## src/rtl/uart2wifi_pkg.sv

```systemverilog
// Shared definitions for the UART2WiFi core: receiver states, ASCII
// constants and the ESP module response terminators.
package uart2wifi_pkg;

  localparam int OS_FACTOR = 16;

  localparam logic [7:0] CH_CR = 8'h0D;
  localparam logic [7:0] CH_LF = 8'h0A;

  // Oldest byte first; the last element is the most recently received byte.
  localparam logic [7:0] RESP_OK  [4] = '{8'h4F, 8'h4B, CH_CR, CH_LF};
  localparam logic [7:0] RESP_ERR [7] = '{8'h45, 8'h52, 8'h52, 8'h4F, 8'h52, CH_CR, CH_LF};

  typedef enum logic [2:0] {
    IDLE  = 3'd0,
    START = 3'd1,
    DATA  = 3'd2,
    STOP  = 3'd3,
    BREAK = 3'd4
  } rx_state_t;

endpackage

```

## src/rtl/uart_baud_tick.sv

```systemverilog
// Oversample tick generator: free-running divide-by-OS_DIV counter that can
// be re-phased so a receiver samples relative to its own start edge.
module uart_baud_tick #(
  parameter int OS_DIV = 27
) (
  input  logic clk,
  input  logic rst,
  input  logic restart,
  output logic tick
);

  localparam int CW = $clog2(OS_DIV);
  localparam logic [CW-1:0] LAST = CW'(OS_DIV - 1);

  logic [CW-1:0] cnt;

  assign tick = (cnt == LAST);

  always_ff @(posedge clk) begin
    if (!rst || restart || tick) cnt <= '0;
    else                         cnt <= cnt + CW'(1);
  end

endmodule

```

## src/rtl/uart_resp_rx.sv

```systemverilog
// 8N1 receiver for the ESP module TX line with 16x oversampling, plus a
// matcher that flags the "OK\r\n" and "ERROR\r\n" response terminators.
module uart_resp_rx
  import uart2wifi_pkg::*;
#(
  parameter int CLK_FREQ_HZ = 50_000_000,
  parameter int BAUD        = 115200,
  parameter int OS_DIV      = (CLK_FREQ_HZ + BAUD * 8) / (BAUD * OS_FACTOR)
) (
  input  logic       clk,
  input  logic       rst,
  input  logic       rx,
  output logic [7:0] rx_data,
  output logic       rx_valid,
  output logic       frame_err,
  output logic       resp_ok,
  output logic       resp_err,
  output logic       busy
);

  // Output protocol: rx_valid, frame_err, resp_ok and resp_err are one-cycle
  // strobes with no ready/back-pressure; a consumer that misses one loses it.

  localparam logic [3:0] OS_LAST = 4'(OS_FACTOR - 1);
  localparam logic [3:0] OS_MID  = 4'(OS_FACTOR / 2 - 1);

  logic [1:0]  sync;
  logic        rxs;
  rx_state_t   state;
  logic [3:0]  os_cnt;
  logic [2:0]  bit_idx;
  logic [7:0]  shreg;
  logic        tick;
  logic        restart;
  logic [55:0] hist;
  logic [55:0] hist_next;
  logic        ok_hit;
  logic        err_hit;

  assign rxs     = sync[1];
  assign restart = (state == IDLE) && !rxs;
  assign busy    = (state != IDLE);

  always_ff @(posedge clk) begin
    if (!rst) sync <= 2'b11;
    else      sync <= {sync[0], rx};
  end

  uart_baud_tick #(.OS_DIV(OS_DIV)) u_tick (
    .clk     (clk),
    .rst     (rst),
    .restart (restart),
    .tick    (tick)
  );

  always_ff @(posedge clk) begin
    if (!rst) begin
      state     <= IDLE;
      os_cnt    <= '0;
      bit_idx   <= '0;
      shreg     <= '0;
      rx_data   <= '0;
      rx_valid  <= 1'b0;
      frame_err <= 1'b0;
    end else begin
      rx_valid  <= 1'b0;
      frame_err <= 1'b0;
      case (state)
        IDLE: begin
          if (!rxs) begin
            state  <= START;
            os_cnt <= '0;
          end
        end
        START: begin
          // Mid-bit recheck of the start bit rejects short glitches.
          if (tick) begin
            if (os_cnt == OS_MID) begin
              os_cnt  <= '0;
              bit_idx <= '0;
              state   <= rxs ? IDLE : DATA;
            end else begin
              os_cnt <= os_cnt + 4'd1;
            end
          end
        end
        DATA: begin
          if (tick) begin
            if (os_cnt == OS_LAST) begin
              os_cnt  <= '0;
              shreg   <= {rxs, shreg[7:1]};
              bit_idx <= bit_idx + 3'd1;
              if (bit_idx == 3'd7) state <= STOP;
            end else begin
              os_cnt <= os_cnt + 4'd1;
            end
          end
        end
        STOP: begin
          if (tick) begin
            if (os_cnt == OS_LAST) begin
              os_cnt <= '0;
              if (rxs) begin
                rx_data  <= shreg;
                rx_valid <= 1'b1;
                state    <= IDLE;
              end else begin
                frame_err <= 1'b1;
                state     <= BREAK;
              end
            end else begin
              os_cnt <= os_cnt + 4'd1;
            end
          end
        end
        BREAK: begin
          if (rxs) state <= IDLE;
        end
        default: state <= IDLE;
      endcase
    end
  end

  // Newest byte lives in hist[7:0]; matching is done on the updated history.
  assign hist_next = {hist[47:0], rx_data};

  always_comb begin
    ok_hit  = 1'b1;
    err_hit = 1'b1;
    for (int i = 0; i < 4; i++)
      if (hist_next[8*(3-i) +: 8] != RESP_OK[i]) ok_hit = 1'b0;
    for (int i = 0; i < 7; i++)
      if (hist_next[8*(6-i) +: 8] != RESP_ERR[i]) err_hit = 1'b0;
  end

  always_ff @(posedge clk) begin
    if (!rst) begin
      hist     <= '0;
      resp_ok  <= 1'b0;
      resp_err <= 1'b0;
    end else begin
      resp_ok  <= 1'b0;
      resp_err <= 1'b0;
      if (frame_err) begin
        hist <= '0;
      end else if (rx_valid) begin
        hist     <= hist_next;
        resp_ok  <= ok_hit;
        resp_err <= err_hit;
      end
    end
  end

endmodule

```

## config.mk

```make
export PLATFORM = sky130hd
export DESIGN_NAME = uart_resp_rx
export DESIGN_NICKNAME = d
export VERILOG_FILES = /design/src/rtl/uart2wifi_pkg.sv /design/src/rtl/uart_baud_tick.sv /design/src/rtl/uart_resp_rx.sv
export SDC_FILE = /design/constraint.sdc
export NUM_CORES = 1
export LEC_CHECK = 0
export ABC_AREA = 0
export ABC_CLOCK_PERIOD_IN_PS = 2200
export CORE_MARGIN = 2
export CORE_UTILIZATION = 31
export DETAILED_ROUTE_END_ITERATION = 12
export HOLD_SLACK_MARGIN = 0.08
export PLACE_DENSITY = 0.44
export SLEW_MARGIN = 0
export SYNTH_ARGS = -nofsm -noshare
export SYNTH_HDL_FRONTEND = slang
export SYNTH_SLANG_ARGS = --single-unit
```

## constraint.sdc

```tcl
create_clock -name clk -period 2.2 [get_ports clk]
set_input_delay 0.22 -clock clk [delete_from_list [all_inputs] [get_ports clk]]
set_output_delay 0.22 -clock clk [all_outputs]
set_load 0.005 [all_outputs]
```

Word-level counts from Yosys, hierarchy flattened
Index checks and enable logic that the tools add are counted.
{ "word_totals": {"inputBits": 3, "regBits": 85, "out_inout_bits": 13, "elab_cells": 89} }
{ "op_classes": {"n_mux": 27, "add_sub_neg": 3, "reduce_logical": 19, "eq_ne": 26, "n_bitwise": 2} }
{ "op_table": {"columns": ["op", "n"], "rows": [
  ["inequality test 8 x 7 -> 1 bit (second input constant)", 6],
  ["2-to-1 mux 3 bit", 14],
  ["2-to-1 mux 4 bit", 5],
  ["inequality test 8 x 4 -> 1 bit (second input constant)", 2],
  ["case mux 3 bit (5 select lines)", 1],
  ["inequality test 2 bit (second input constant)", 6],
  ["case mux 4 bit (3 select lines)", 1],
  ["AND reduction 4 bit", 3],
  ["AND reduction 9 bit", 1],
  ["OR reduction 9 bit", 1],
  ["inequality test 2 x 1 -> 1 bit (second input constant)", 4],
  ["== test 3 x 2 -> 1 bit (second input constant)", 2],
  ["== test 3 bit (second input constant)", 2],
  ["case mux 3 bit (2 select lines)", 1],
  ["nonzero test 3 bit", 2],
  ["OR reduction 6 bit", 1],
  ["adder 5 x 1 -> 5 bit (second input constant)", 1],
  ["== test 5 bit (second input constant)", 1],
  ["AND reduction 5 bit", 1],
  ["adder 4 x 1 -> 4 bit (second input constant)", 1],
  ["== test 4 x 3 -> 1 bit (second input constant)", 1],
  ["== test 4 bit (second input constant)", 1],
  ["2-to-1 mux 1 bit", 4],
  ["OR reduction 2 bit", 2],
  ["10 further kinds", 13]
]} }

Logic depth before layout (Yosys ltp)
{ "logic_depth": {"word_depth": 5, "ltp_mapped": 7, "ltp_nobuf": 6} }

Hierarchy
From an unflattened synthesis, not the netlist that was laid out.
{ "unflattened": {"cells_unflattened": 336, "area_unflattened_um2": 3347.0} }
{ "modules_own_cells": {"columns": ["module", "n_inst", "seq_area_each_um2", "cells_each", "area_per_inst_um2"], "rows": [
  ["uart_resp_rx", 1, 1601.5, 316, 3141.8],
  ["uart_baud_tick", 1, 100.1, 20, 205.2]
]} }

Worst setup path after synthesis
OpenSTA, ideal clock, no wires.
{ "synth_path": {"path_kind": "flip-flop to flip-flop", "from": "register u_tick.cnt[0]", "to": "register rx_data[0]", "setup_time_ns": 0.118, "path_stages_with_launch": 8, "period_less_slack_ns": 1.754, "arrival_ns": 1.636, "setup_slack_ns": 0.446, "cell_sequence": "dfxtp_1 > inv_1 > ha_1 > and4b_1 > clkbuf_1 > nand4_1 > mux2i_1 > nor2b_1"} }
{ "synth_via": {"elab_chain_cells": 2} }
{ "synth_lines": {"columns": ["element", "line", "source"], "rows": [
  ["from (decl)", "uart_baud_tick.sv:15", "logic [CW-1:0] cnt;"],
  ["from (signal assigned)", "uart_baud_tick.sv:21", "else cnt <= cnt + CW'(1);"],
  ["== test 5 bit", "uart_baud_tick.sv:17", "assign tick = (cnt == LAST);"],
  ["AND reduction 4 bit (no line)", null, null],
  ["to (signal assigned)", "uart_resp_rx.sv:104", "rx_data <= shreg;"],
  ["to (decl)", "uart_resp_rx.sv:13", "output logic [7:0] rx_data,"]
]} }
Every way passes these cells.
A chain may end at the register's enable or synchronous reset.

Worst setup path after layout
{ "layout_path": {"from": "register state[1]", "to": "output busy"} }
{ "layout_via": {"elab_chain_cells": 1} }
{ "layout_lines": {"columns": ["element", "line", "source"], "rows": [
  ["from (decl)", "uart_resp_rx.sv:29", "rx_state_t state;"],
  ["from (signal assigned)", "uart_resp_rx.sv:81", "state <= rxs ? IDLE : DATA;"],
  ["nonzero test 3 bit", "uart_resp_rx.sv:42", "assign busy = (state != IDLE);"],
  ["to (decl)", "uart_resp_rx.sv:18", "output logic busy"]
]} }
Every way passes these cells.

==> flow_metrics.py <==
metrics = {
    "run_status": {
        "status": "completed",
    },
    "logic_synthesis": {
        "synth_cells": 344,
        "synth_area_sq_mm": 0.00346,
        "synth_top_area_share_pct": 49.2,
        "yosysUniqueCellTypes": 43,
        "yosysWarnings": 0,
        "synth-seq-cells": 85,
        "synth_edf_count": 0,
        "synthTopCellsByArea": "dfxtp_1, mux2i_1, nor2_1",
        "synth-main-ff-cell": "dfxtp_1",
        "synth_nets": 352,
        "syn_area_per_cell_sq_um": 10.0,
        "synth_most_common_cell": "dfxtp_1",
        "yosysSeqAreaShare_pct": 49.2,
        "async_flop_share_pct": 0,
        "netlist_top_cells_count": "dfxtp_1, mux2i_1, nor2_1",
        "synth_largest_area_cell": "dfxtp_1",
    },
    "clock_network": {
        "cts_tree": "done",
        "hold_buffers": 0,
        "cts_buffer_depth": 2,
        "clock_latency_ps": 360,
        "clk_pin_slew_ps": 80,
        "htreeDepth": 3,
        "cts.sinks": 85,
        "clock-root-buffer": "clkbuf_8",
        "cts_resized": 0,
        "cts_setup_buffers": 0,
        "cts_buffers": 9,
    },
    "power": {
        "total_power_uw": 2830,
        "leakagePower_uw": 0.00142,
        "powerDensity_mw_per_mm2": 708,
        "peakVddDrop_v": 0.000326,
    },
    "critical_path": {
        "worstPathMaxFanout": 9,
        "cp.arrival_ps": 1740,
        "endpoint_kind": "primary output",
        "critPathKind": "register to primary output",
        "cp.required_ps": 1980,
        "start_kind": "register",
    },
    "routing": {
        "dr_total_vias": 2404,
        "ant_nets": 0,
        "wl_per_cell_microns": 13.6,
        "viasPerCell": 4.77,
        "drt-total-wl_microns": 6850,
        "drc_errors": 0,
        "drtIter0Drc": 72,
        "first_pass_iters": 4,
    },
    "layout": {
        "drive_gt1_share_pct": 7.97,
        "antennaDiodeCount": 0,
        "layout.nets": 368,
        "final_core_util_pct": 36.8,
        "area_growth_pct": 15.6,
    },
    "global_routing": {
        "grt_pass1_wl_microns": 11400,
        "antenna_found_initial": 0,
        "grt_max_degree": 49,
        "grt_pass1_vias": 2270,
        "grtUsageTotal_pct": 12.3,
        "grt_overflow": 0,
    },
    "sta": {
        "setup_viol": 0,
        "max_clock_freq_mhz": 511,
        "relSlewSlack_pct": 58.6,
        "finalHoldViolations": 0,
        "min_period_ps": 1960,
        "tightest_slew_ps": 617,
        "hold_ws_ps": 406,
        "finalCritPeriodShare_pct": 88.9,
        "rsz0062_at_grt": "false",
        "finClkSkew_ps": 11.0,
        "fin_tns_setup_ps": 0,
        "drv_slew": 0,
    },
    "die": {
        "io_pins": 16,
        "coreArea_sq_mm": 0.0108,
        "die_w_microns": 110,
        "fp-row-count": 38,
        "start_util_pct": 31.9,
        "die_h_microns": 110,
        "dieArea_sq_mm": 0.0120,
    },
    "place": {
        "hpwl_microns": 4600,
        "port_buffers": 15,
        "gp_congestion": 0.715,
    },
    "worst_hold_path": {
        "hold_class": "register to register",
    },
    "flow_run": {
        "cap_violations": 0,
    },
}
[flip-flops by register name, summed over array words and instances (netlist names), 2 cells and up]
signal,flops
bit_idx,3
os_cnt,4
rx_data,8
sync,2
u_tick.cnt,5
shreg,8
state,3
hist,48
[worst max-delay path: stages (launching register included)]
cell and delay, ps:
dfxtp_1 390, buf_4 190, or3_1 340, clkdlybuf4s50_1 460
[cells by family after synthesis]
group / Yosys count / synth area share (%)
multiplexers: 66 / 19.1
AND/OR/NAND/NOR: 141 / 22.1
XOR/XNOR: 4 / 1.01
AO/OA/AOI/OAI: 20 / 4.09
flip-flops: 85 / 49.2
buffers and inverters: 23 / 2.64
adder cells (fa/ha/maj): 5 / 1.81
[layout by cell type (no fill, tap or decap), types with 3 or more instances in the layout]
| cell | count |
|---|---|
| nor2b_1 | 19 |
| nor2_1 | 57 |
| nor3_1 | 5 |
| nand2b_1 | 6 |
| nor4b_1 | 6 |
| clkinv_4 | 3 |
| buf_4 | 10 |
| nand4b_1 | 4 |
| clkbuf_8 | 9 |
| a21boi_1 | 3 |
| nand4_1 | 5 |
| ha_1 | 5 |
| clkdlybuf4s50_1 | 15 |
| mux2i_1 | 66 |
| a21oi_1 | 3 |
| dfxtp_1 | 84 |
| nand3_1 | 6 |
| inv_1 | 3 |
| o21ai_0 | 5 |
| nand2_1 | 13 |
[per-layer routing]
layer	up-vias	track usage (%)	share of wire [%]
li1	1237	-	-
met3	8	2.55	2.6
met4	0	6.24	1.6
met5	-	0	0
met1	1133	17.6	53
met2	26	17.5	43
[metrics by stage]
step	setup WS (ps)	std cells	cell area (sq um)
5_1_grt	165	504	3990
4_1_cts	213	504	3990
6_report	244	504	3990
2_1_floorplan	446	344	3460
3_5_place_dp	384	489	3780
3_3_place_gp	416	489	3780
[path summary, 6_finish.rpt]
check                             start                     to  slack (ps)  depth (start not counted)
setup / recovery  state[1]$_SDFFE_PN0P_                   busy         240                          3
hold / removal       sync[0]$_SDFF_PN1_     sync[1]$_SDFF_PN1_         410                          1
setup reg to reg  state[0]$_SDFFE_PN0P_  state[1]$_SDFFE_PN0P_         350                          5
hold reg to reg      sync[0]$_SDFF_PN1_     sync[1]$_SDFF_PN1_         410                          1
[cell type report]
type                    count  area (sq um)
fillers                  1104          6850
flip-flops and latches     85          1700
multi-input cells         236          1670
repair buffers             25           225
well taps                 140           175
clock buffers              10           128
clock inverters             5          86.3
inverters                   3          11.3
[power by group]
group	internal [uW]	switching (uW)
sequential	1540	7.05
clock	640	569
combinational	27.4	41.5
Note: power is estimated with default switching activity, not from simulation.
